File: src/rtl/jt12_rst_clr.sv
// rtl/jt12_rst_clr.sv - post-reset FM register clear sequencer with CPU write pass-through
module jt12_rst_clr #(
   parameter int WAIT = 2
) (
   input  logic       clk,
   input  logic       rst,
   input  logic       cen,
   input  logic [1:0] cpu_addr,
   input  logic [7:0] cpu_din,
   input  logic       cpu_wr,
   output logic       busy,
   output logic       cpu_lost,
   output logic [1:0] chip_addr,
   output logic [7:0] chip_din,
   output logic       chip_wr
);

   localparam logic [7:0] WAIT_CNT = 8'(WAIT);

   // FIN drains the idle ticks after the last transaction before handing over
   typedef enum logic [1:0] {KOFF, CLR, FIN, PASS} state_t;

   state_t     state_q, state_d;
   logic [7:0] wait_q, wait_d;
   logic [2:0] koff_q, koff_d;
   logic [7:0] reg_q, reg_d;
   logic       bank_q, bank_d;
   logic       data_q, data_d;      // 0: address transaction is next, 1: data transaction
   logic       busy_q, busy_d;
   logic       cpu_lost_q, cpu_lost_d;
   logic [1:0] chip_addr_q, chip_addr_d;
   logic [7:0] chip_din_q, chip_din_d;
   logic       chip_wr_q, chip_wr_d;

   logic       issue;               // sequencer drives a transaction on this clk
   logic [2:0] koff_val;
   logic       txn_bank;
   logic [7:0] txn_reg;
   logic [7:0] txn_val;

   // State register: everything returns to the start of the clear sequence on reset
   always_ff @(posedge clk or posedge rst) begin
      if (rst) begin
         state_q     <= KOFF;
         wait_q      <= 8'd0;
         koff_q      <= 3'd0;
         reg_q       <= 8'd0;
         bank_q      <= 1'b0;
         data_q      <= 1'b0;
         busy_q      <= 1'b1;
         cpu_lost_q  <= 1'b0;
         chip_addr_q <= 2'd0;
         chip_din_q  <= 8'd0;
         chip_wr_q   <= 1'b0;
      end else begin
         state_q     <= state_d;
         wait_q      <= wait_d;
         koff_q      <= koff_d;
         reg_q       <= reg_d;
         bank_q      <= bank_d;
         data_q      <= data_d;
         busy_q      <= busy_d;
         cpu_lost_q  <= cpu_lost_d;
         chip_addr_q <= chip_addr_d;
         chip_din_q  <= chip_din_d;
         chip_wr_q   <= chip_wr_d;
      end
   end

   // Next state: one sequencer step per cen tick, either an idle tick or a transaction
   always_comb begin
      state_d = state_q;
      wait_d  = wait_q;
      koff_d  = koff_q;
      reg_d   = reg_q;
      bank_d  = bank_q;
      data_d  = data_q;
      busy_d  = busy_q;
      issue   = 1'b0;
      if (cen && state_q != PASS) begin
         if (wait_q != 8'd0) begin
            wait_d = wait_q - 8'd1;
         end else if (state_q == FIN) begin
            state_d = PASS;
            busy_d  = 1'b0;
         end else begin
            issue  = 1'b1;
            wait_d = WAIT_CNT;
            data_d = ~data_q;
            // register pointers advance only once the data half of a write is out
            if (data_q) begin
               if (state_q == KOFF) begin
                  koff_d = koff_q + 3'd1;
                  if (koff_q == 3'd5) begin
                     state_d = CLR;
                     bank_d  = 1'b0;
                     reg_d   = 8'h30;
                  end
               end else begin
                  reg_d = reg_q + 8'd1;
                  if (reg_q == 8'hB6) begin
                     reg_d = 8'h30;
                     if (bank_q) begin
                        state_d = FIN;
                     end else begin
                        bank_d = 1'b1;
                     end
                  end
               end
            end
         end
      end
   end

   // Outputs: transaction payload while busy, registered CPU pass-through afterwards
   always_comb begin
      // key-off values 0,1,2 then 4,5,6 (channel 3 slot does not exist)
      koff_val = (koff_q < 3'd3) ? koff_q : koff_q + 3'd1;
      if (state_q == KOFF) begin
         txn_bank = 1'b0;
         txn_reg  = 8'h28;
         txn_val  = {5'd0, koff_val};
      end else begin
         txn_bank = bank_q;
         txn_reg  = reg_q;
         txn_val  = (reg_q[7:4] == 4'h4) ? 8'h7F : 8'h00;   // TL regs to max attenuation
      end
      chip_wr_d   = 1'b0;
      chip_addr_d = chip_addr_q;
      chip_din_d  = chip_din_q;
      if (state_q == PASS) begin
         chip_wr_d   = cpu_wr;
         chip_addr_d = cpu_addr;
         chip_din_d  = cpu_din;
      end else if (issue) begin
         chip_wr_d   = 1'b1;
         chip_addr_d = {txn_bank, data_q};
         chip_din_d  = data_q ? txn_val : txn_reg;
      end
      cpu_lost_d = cpu_lost_q | (cpu_wr & busy_q);
   end

   assign busy      = busy_q;
   assign cpu_lost  = cpu_lost_q;
   assign chip_addr = chip_addr_q;
   assign chip_din  = chip_din_q;
   assign chip_wr   = chip_wr_q;

endmodule

File: config.mk
export PLATFORM = sky130hd
export DESIGN_NAME = jt12_rst_clr
export DESIGN_NICKNAME = d
export VERILOG_FILES = /design/src/rtl/jt12_rst_clr.sv
export SDC_FILE = /design/constraint.sdc
export NUM_CORES = 1
export LEC_CHECK = 0
export ABC_CLOCK_PERIOD_IN_PS = 4800
export BUFFER_PORTS_ARGS = -buffer_cell sky130_fd_sc_hd__buf_4
export CORE_MARGIN = 3
export CORE_UTILIZATION = 45
export CTS_CLUSTER_SIZE = 25
export DETAILED_ROUTE_END_ITERATION = 6
export PLACE_DENSITY_LB_ADDON = 0.3
export SETUP_SLACK_MARGIN = 0.3
export SKIP_CTS_REPAIR_TIMING = 1
export SYNTH_ARGS = -nofsm -noshare
export SYNTH_HDL_FRONTEND = slang
export SYNTH_SLANG_ARGS = --single-unit
export TNS_END_PERCENT = 1
File: constraint.sdc
create_clock -name clk -period 4.8 [get_ports clk]
set_input_delay 0.72 -clock clk [delete_from_list [all_inputs] [get_ports clk]]
set_output_delay 0.72 -clock clk [all_outputs]
set_load 0.03 [all_outputs]
# ---- Yosys cells after proc, flatten, opt, wreduce, memory -nomap -nowiden
# Cells that the tools add are included.
dict set report classes {
  mux 29
  n_eq_ne 9
  n_reduce_logical 15
  add_sub_neg 3
  bitwise 5
  magnitude_cmp 1
}
# operator count
set ops {}
lappend ops {{8-bit 2-to-1 mux} 9}
lappend ops {{2-bit 2-to-1 mux} 8}
lappend ops {{7-bit 2-to-1 mux} 2}
lappend ops {{6-bit AND reduction} 2}
lappend ops {{5-bit AND reduction} 2}
lappend ops {{1-bit 2-to-1 mux} 9}
lappend ops {{8-bit by 1-bit adder with 8-bit output, second input constant} 1}
lappend ops {{8-bit == test, second input constant} 1}
lappend ops {{8-bit nonzero test} 1}
lappend ops {{8-bit by 1-bit subtractor with 8-bit output, second input constant} 1}
lappend ops {{2-bit != test, second input constant} 3}
lappend ops {{3-bit AND reduction} 2}
lappend ops {{2-bit nonzero test} 3}
lappend ops {{3-bit nonzero test} 2}
lappend ops {{2-bit == test, second input constant} 2}
lappend ops {{4-bit by 3-bit == test with 1-bit output, second input constant} 1}
lappend ops {{3-bit by 1-bit adder with 3-bit output, second input constant} 1}
lappend ops {{3-bit == test, second input constant} 1}
lappend ops {{3-bit by 2-bit < comparator with 1-bit output, second input constant} 1}
lappend ops {{3-bit 2-to-1 mux} 1}
lappend ops {{3-bit != test, second input constant} 1}
lappend ops {{1-bit inverter} 3}
lappend ops {{2-bit logical NOT} 1}
lappend ops {{2-bit AND reduction} 1}
lappend ops {{other kinds (3)} 3}
dict set report totals {
  word_cells 73
  inputBits 14
  out_inout_bits 13
  regBits 36
}

# ---- Longest topological paths before layout
dict set report logic_depth {
  depth_word 6
  depth_mapped 8
  mapped_depth_nobuf 6
}

# ---- Worst setup path after synthesis
# No wires, ideal clock.
dict set report synth_path {
  path_kind {input-to-reg}
  start {in cen}
  end {reg wait_q[5]}
  n_path_buf 0
  arrival_ps 1752
  slack_ps 2923
  path_stages 4
  required_ps 4675
  cell_sequence {nand2b_1 or4_1 nor4_1 mux2_2}
}
dict set report synth_between {
  elab_chain_cells 2
}
# element line
set synth_lines {}
lappend synth_lines {{start, declared} 7} ;# input logic cen,
lappend synth_lines {{1-bit logical AND} 80} ;# if (cen && state_q != PASS) begin
lappend synth_lines {{2-bit AND reduction (no source line)} -}
lappend synth_lines {{end signal, assigned} 57} ;# wait_q <= wait_d;
lappend synth_lines {{end, declared} 24} ;# logic [7:0] wait_q, wait_d;
# No other way between the ends.
# A chain may end at the register's enable or synchronous reset.

# ---- Worst setup path in the final report
dict set report layout_path {
  start {reg wait_q[0]}
  end {reg chip_din_q[1] (netlist: chip_din[1])}
}
dict set report layout_between {
  elab_chain_cells 4
}
# element line
set layout_lines {}
lappend layout_lines {{8-bit nonzero test} 81} ;# if (wait_q != 8'd0) begin
lappend layout_lines {{1-bit 2-to-1 mux} 81}
lappend layout_lines {{1-bit 2-to-1 mux} 80}
lappend layout_lines {{2-bit nonzero test (no source line)} -}
lappend layout_lines {{end signal, assigned} 65} ;# chip_din_q <= chip_din_d;
lappend layout_lines {{end, declared} 32} ;# logic [7:0] chip_din_q, chip_din_d;
# No other way between the ends.

==> results.txt <==
The run finished with clean final reports. The run gives 2.36 ns as the slack of the worst reg-to-reg path. The tree built by TritonCTS fans out to 36 sinks. The tools report the via count of the first global-routing pass as 1615. The first global-routing pass estimated 7893 microns of wire. I/O pin total: 27. The number of placed instances, taps included, is 280.

The async set-reset flop share out of synthesis was 1.000. Counting I/O delays and the setup requirement, the final critical path takes 2.441 ns. TritonCTS built the clock tree. The die covers 5458 sq um. The post-detailed-route DRC marker count is 0. The critical path class is flop to flop. Buffers inserted during clock tree synthesis total 5. Across all hold checks on the routed design, the worst slack comes to 0.4682 ns. The count of flip-flops with a built-in enable after synthesis was 0. 0 antenna diodes ended up in the layout. The unique cell type count in the Yosys netlist came out at 58. Share of final-layout standard cells stronger than drive strength 1: 0.1864. Setup repair after global routing left no endpoint under its margin.

The final count of pins violating max slew is 0. The sequential area share after synthesis was 0.4351. The path class of the tightest hold or removal check is flop to flop.

Port buffering added 26 buffers. The ratio of final minimum period to clock period is 0.5086, and the area of the mapped netlist is 2073 sq um. The wire length per cell was 16.40 microns. The largest vdd supply drop was 0.1830 mV; the number of hold-slack violations in the final timing report was 0.

Using the TritonRoute via totals, the vias-per-cell ratio works out to 6.052. At the later pin of the worst-skew pair, clock insertion delay measures 0.28 ns. In this run the critical register-to-register path is launched from wait_q[0]. The max capacitance violation total is 0.

After floorplanning, the core was divided into 24 placement rows. The number of cells on the worst hold path was 1; the average size of a mapped cell was 9.873 sq um. In this run the horizontal extent of the chip is 73.88 microns. STA classifies the critical path startpoint as a flop.

The worst hold path terminates at cpu_lost. The core region is 4414 sq um. The number of antenna violations at the first check in global routing was 0. In this run the most critical hold path is launched from cpu_lost.

The tools report the final design utilization as 0.5391. The first routing iteration left 214 violations. The worst setup path is captured at a flop.

The HPWL after detailed placement is 3337 microns. Height of the die: 73.88 microns. The headroom to the max-slew limit was 0.5250; the Yosys warning count was 0. Between clock sinks in the finished design, the worst skew comes to 0.007504 ns. In this run the deepest clock path goes through 2 buffers. Relative to the synthesized area, the layout overhead comes to 14.79%.

The routed design has 4724 microns of wire. The run gives 0.8303 as the final weighted congestion in routability-driven placement. The tools report the net count after synthesis as 230. For this run the aggregate overflow at the end of global routing stands at 0.

The clock-pin slew of the registers on the worst-case setup and hold paths came out at 0.07 ns. The count of cells in the finished layout, fillers not included, comes to 288. Entering global routing, the biggest net connects 37 pins. The worst reg2reg path depth is 6, and the count of mapped cells out of synthesis is 210. The analysis attributes to cell leakage a power of 1.117 nW. For the pin with the worst max-slew slack, the measured transition is 0.7098 ns. The run gives 0 ns as the final sum of negative setup slack.

Data on the critical path arrives at its endpoint at 2.62 ns. Data on the critical path is required at its endpoint by 4.97 ns. For this design the ratio of total power to cell area is 236.4 nW/um^2.

The tools report the routed via count as 1743. The count of nets after finishing was 255; the fill cell total of the finished layout was 408. The terminus of the critical flop-to-flop path is chip_din[1]. Setup violations remaining at the end of the flow were counted as 0. The post-route antenna net violation count is 0.

Derived from the worst setup path, the maximum achievable clock frequency is 0.4096 GHz. Before antenna repair, the detailed router went through 4 iterations. The overall global routing resource usage is 0.1892. The flip-flop cell with the highest count after synthesis is dfrtp_1. The H-tree generated during clock tree synthesis spans 2 levels.

The initial core utilization came out at 0.4697. Of all nets on the critical path, the largest fanout is 17. The root buffer cell chosen for the clock tree is clkbuf_8. In this run, synthesis produced a sequential element count of 36.
synth_stat cells (2+ instances only):
master,n,area [sq um]
dfrtp_1,35,875.8
a21oi_1,16,80.08
nand2_1,12,45.04
inv_1,11,41.29
o21ai_0,9,45.04
and3_1,8,50.05
nand3_1,8,40.04
o2bb2ai_1,8,70.07
ha_1,6,75.07
a21o_1,5,37.54
clkbuf_1,5,18.77
nor2_1,5,18.77
or4_1,5,37.54
a211oi_1,4,30.03
mux2i_1,4,40.04
nand2b_1,4,25.02
o21ai_1,4,20.02
o22ai_1,4,25.02
and2_1,3,18.77
nand4_1,3,18.77
nor2b_1,3,18.77
xnor2_1,3,26.28
a221oi_1,2,17.52
a22o_1,2,17.52
a31oi_1,2,12.51
and4_1,2,17.52
buf_4,2,15.01
mux2_2,2,22.52
o31a_1,2,17.52
or3_1,2,12.51
or3b_2,2,17.52
sequential cells by signal (all words and copies together), names as in the netlist:
| signal | flops |
|---|---|
| bank_q | 1 |
| chip_addr | 2 |
| chip_wr | 1 |
| state_q | 2 |
| data_q | 1 |
| chip_din | 8 |
| koff_q | 3 |
| wait_q | 8 |
| cpu_lost | 1 |
| reg_q | 8 |
| busy | 1 |
cell families after synthesis:
family	count (synthesis)	synth area share
xor gates and xnor gates	3	0.01268
DFF	36	0.4351
and+or+nand+nor	70	0.2209
buffers and inverters	20	0.04043
muxes	6	0.03018
AOI/OAI and AO/OA	69	0.2245
adders and majority gates	6	0.03621
metrics by stage:
stage | worst slack [ns] | power (W) | instance area (sq um)
detailed placement | 2.256 | 0.0003617 | 2298
floorplan | 2.923 | 0.0003406 | 2073
global placement | 2.294 | 0.0003614 | 2298
CTS | 2.370 | 0.0005671 | 2380
global route | 2.093 | 0.0005884 | 2380
finish | 2.359 | 0.0005625 | 2380
where the power goes:
part | leakage, nW | switching, W | internal, W
clock network | 0.0422 | 0.000105 | 0.000102
registers | 0.427 | 0.00000411 | 0.000309
logic | 0.647 | 0.0000238 | 0.0000184
total | 1.12 | 0.000133 | 0.000429
cell usage in the layout, fill, tap and decap left out, drive strengths merged, types with 2 or more instances in the layout:
| cell type | synthesis | routed |
|---|---|---|
| and4 | 2 | 2 |
| nor3b | 2 | 2 |
| dfrtp | 35 | 35 |
| or3b | 2 | 2 |
| nand2 | 12 | 12 |
| mux2 | 2 | 2 |
| o2bb2ai | 8 | 8 |
| buf | 4 | 27 |
| a211oi | 4 | 4 |
| ha | 6 | 6 |
| and3 | 8 | 8 |
| a22o | 2 | 2 |
| a31oi | 2 | 2 |
| nor4 | 2 | 2 |
| or4 | 5 | 5 |
| o22ai | 4 | 4 |
| a21oi | 16 | 16 |
| or3 | 2 | 2 |
| mux2i | 4 | 4 |
| nor2 | 5 | 5 |
| nand4 | 4 | 4 |
| inv | 11 | 11 |
| and2 | 3 | 3 |
| nand2b | 4 | 4 |
| clkbuf | 5 | 7 |
| o21ai | 13 | 13 |
| xnor2 | 3 | 3 |
| nand3 | 8 | 8 |
| o31a | 2 | 2 |
| nor2b | 3 | 3 |
| a221oi | 2 | 2 |
| a21o | 5 | 5 |
critical path: stages, from the launching register on:
cell	delay (ns)
dfrtp_1	0.38
inv_1	0.10
ha_1	0.19
nor4bb_1	0.47
and3_1	0.66
nor2_1	0.26
a22o_1	0.28
area by class of cell:
cell class	count	area, sq um	share of cell area
multi-input cells	154	1087	0.4569
flip-flops and latches	36	902.1	0.3791
repair buffers	27	202.7	0.08517
clock buffers	7	76.32	0.03207
well taps	52	65.06	0.02734
inverters	11	41.29	0.01735
clock inverters	1	5.005	0.002103
how the worst max path moves through the flow:
stage | start | end | slack [ns] | depth (start not counted)
6_report | wait_q[0] | chip_din[1] | 2.36 | 6
5_1_grt | wait_q[0] | chip_din[1] | 2.09 | 6
4_1_cts | wait_q[0] | chip_din[1] | 2.37 | 6
3_5_place_dp | cen | chip_din[1] | 2.26 | 5
3_3_place_gp | cen | chip_din[1] | 2.29 | 5
2_1_floorplan | cen | wait_q[5] | 2.92 | 4
per-layer routing:
layer	vias to the layer above	global-route usage	routed length, microns	part of all wire
met3	5	0.03967	244	0.052
met4	0	0.05231	40	0.0085
li1	849	-	-	-
met5	-	0	0	0
met1	842	0.2885	2192	0.46
met2	47	0.2687	2245	0.48
Power figures use the tool's default switching activity.
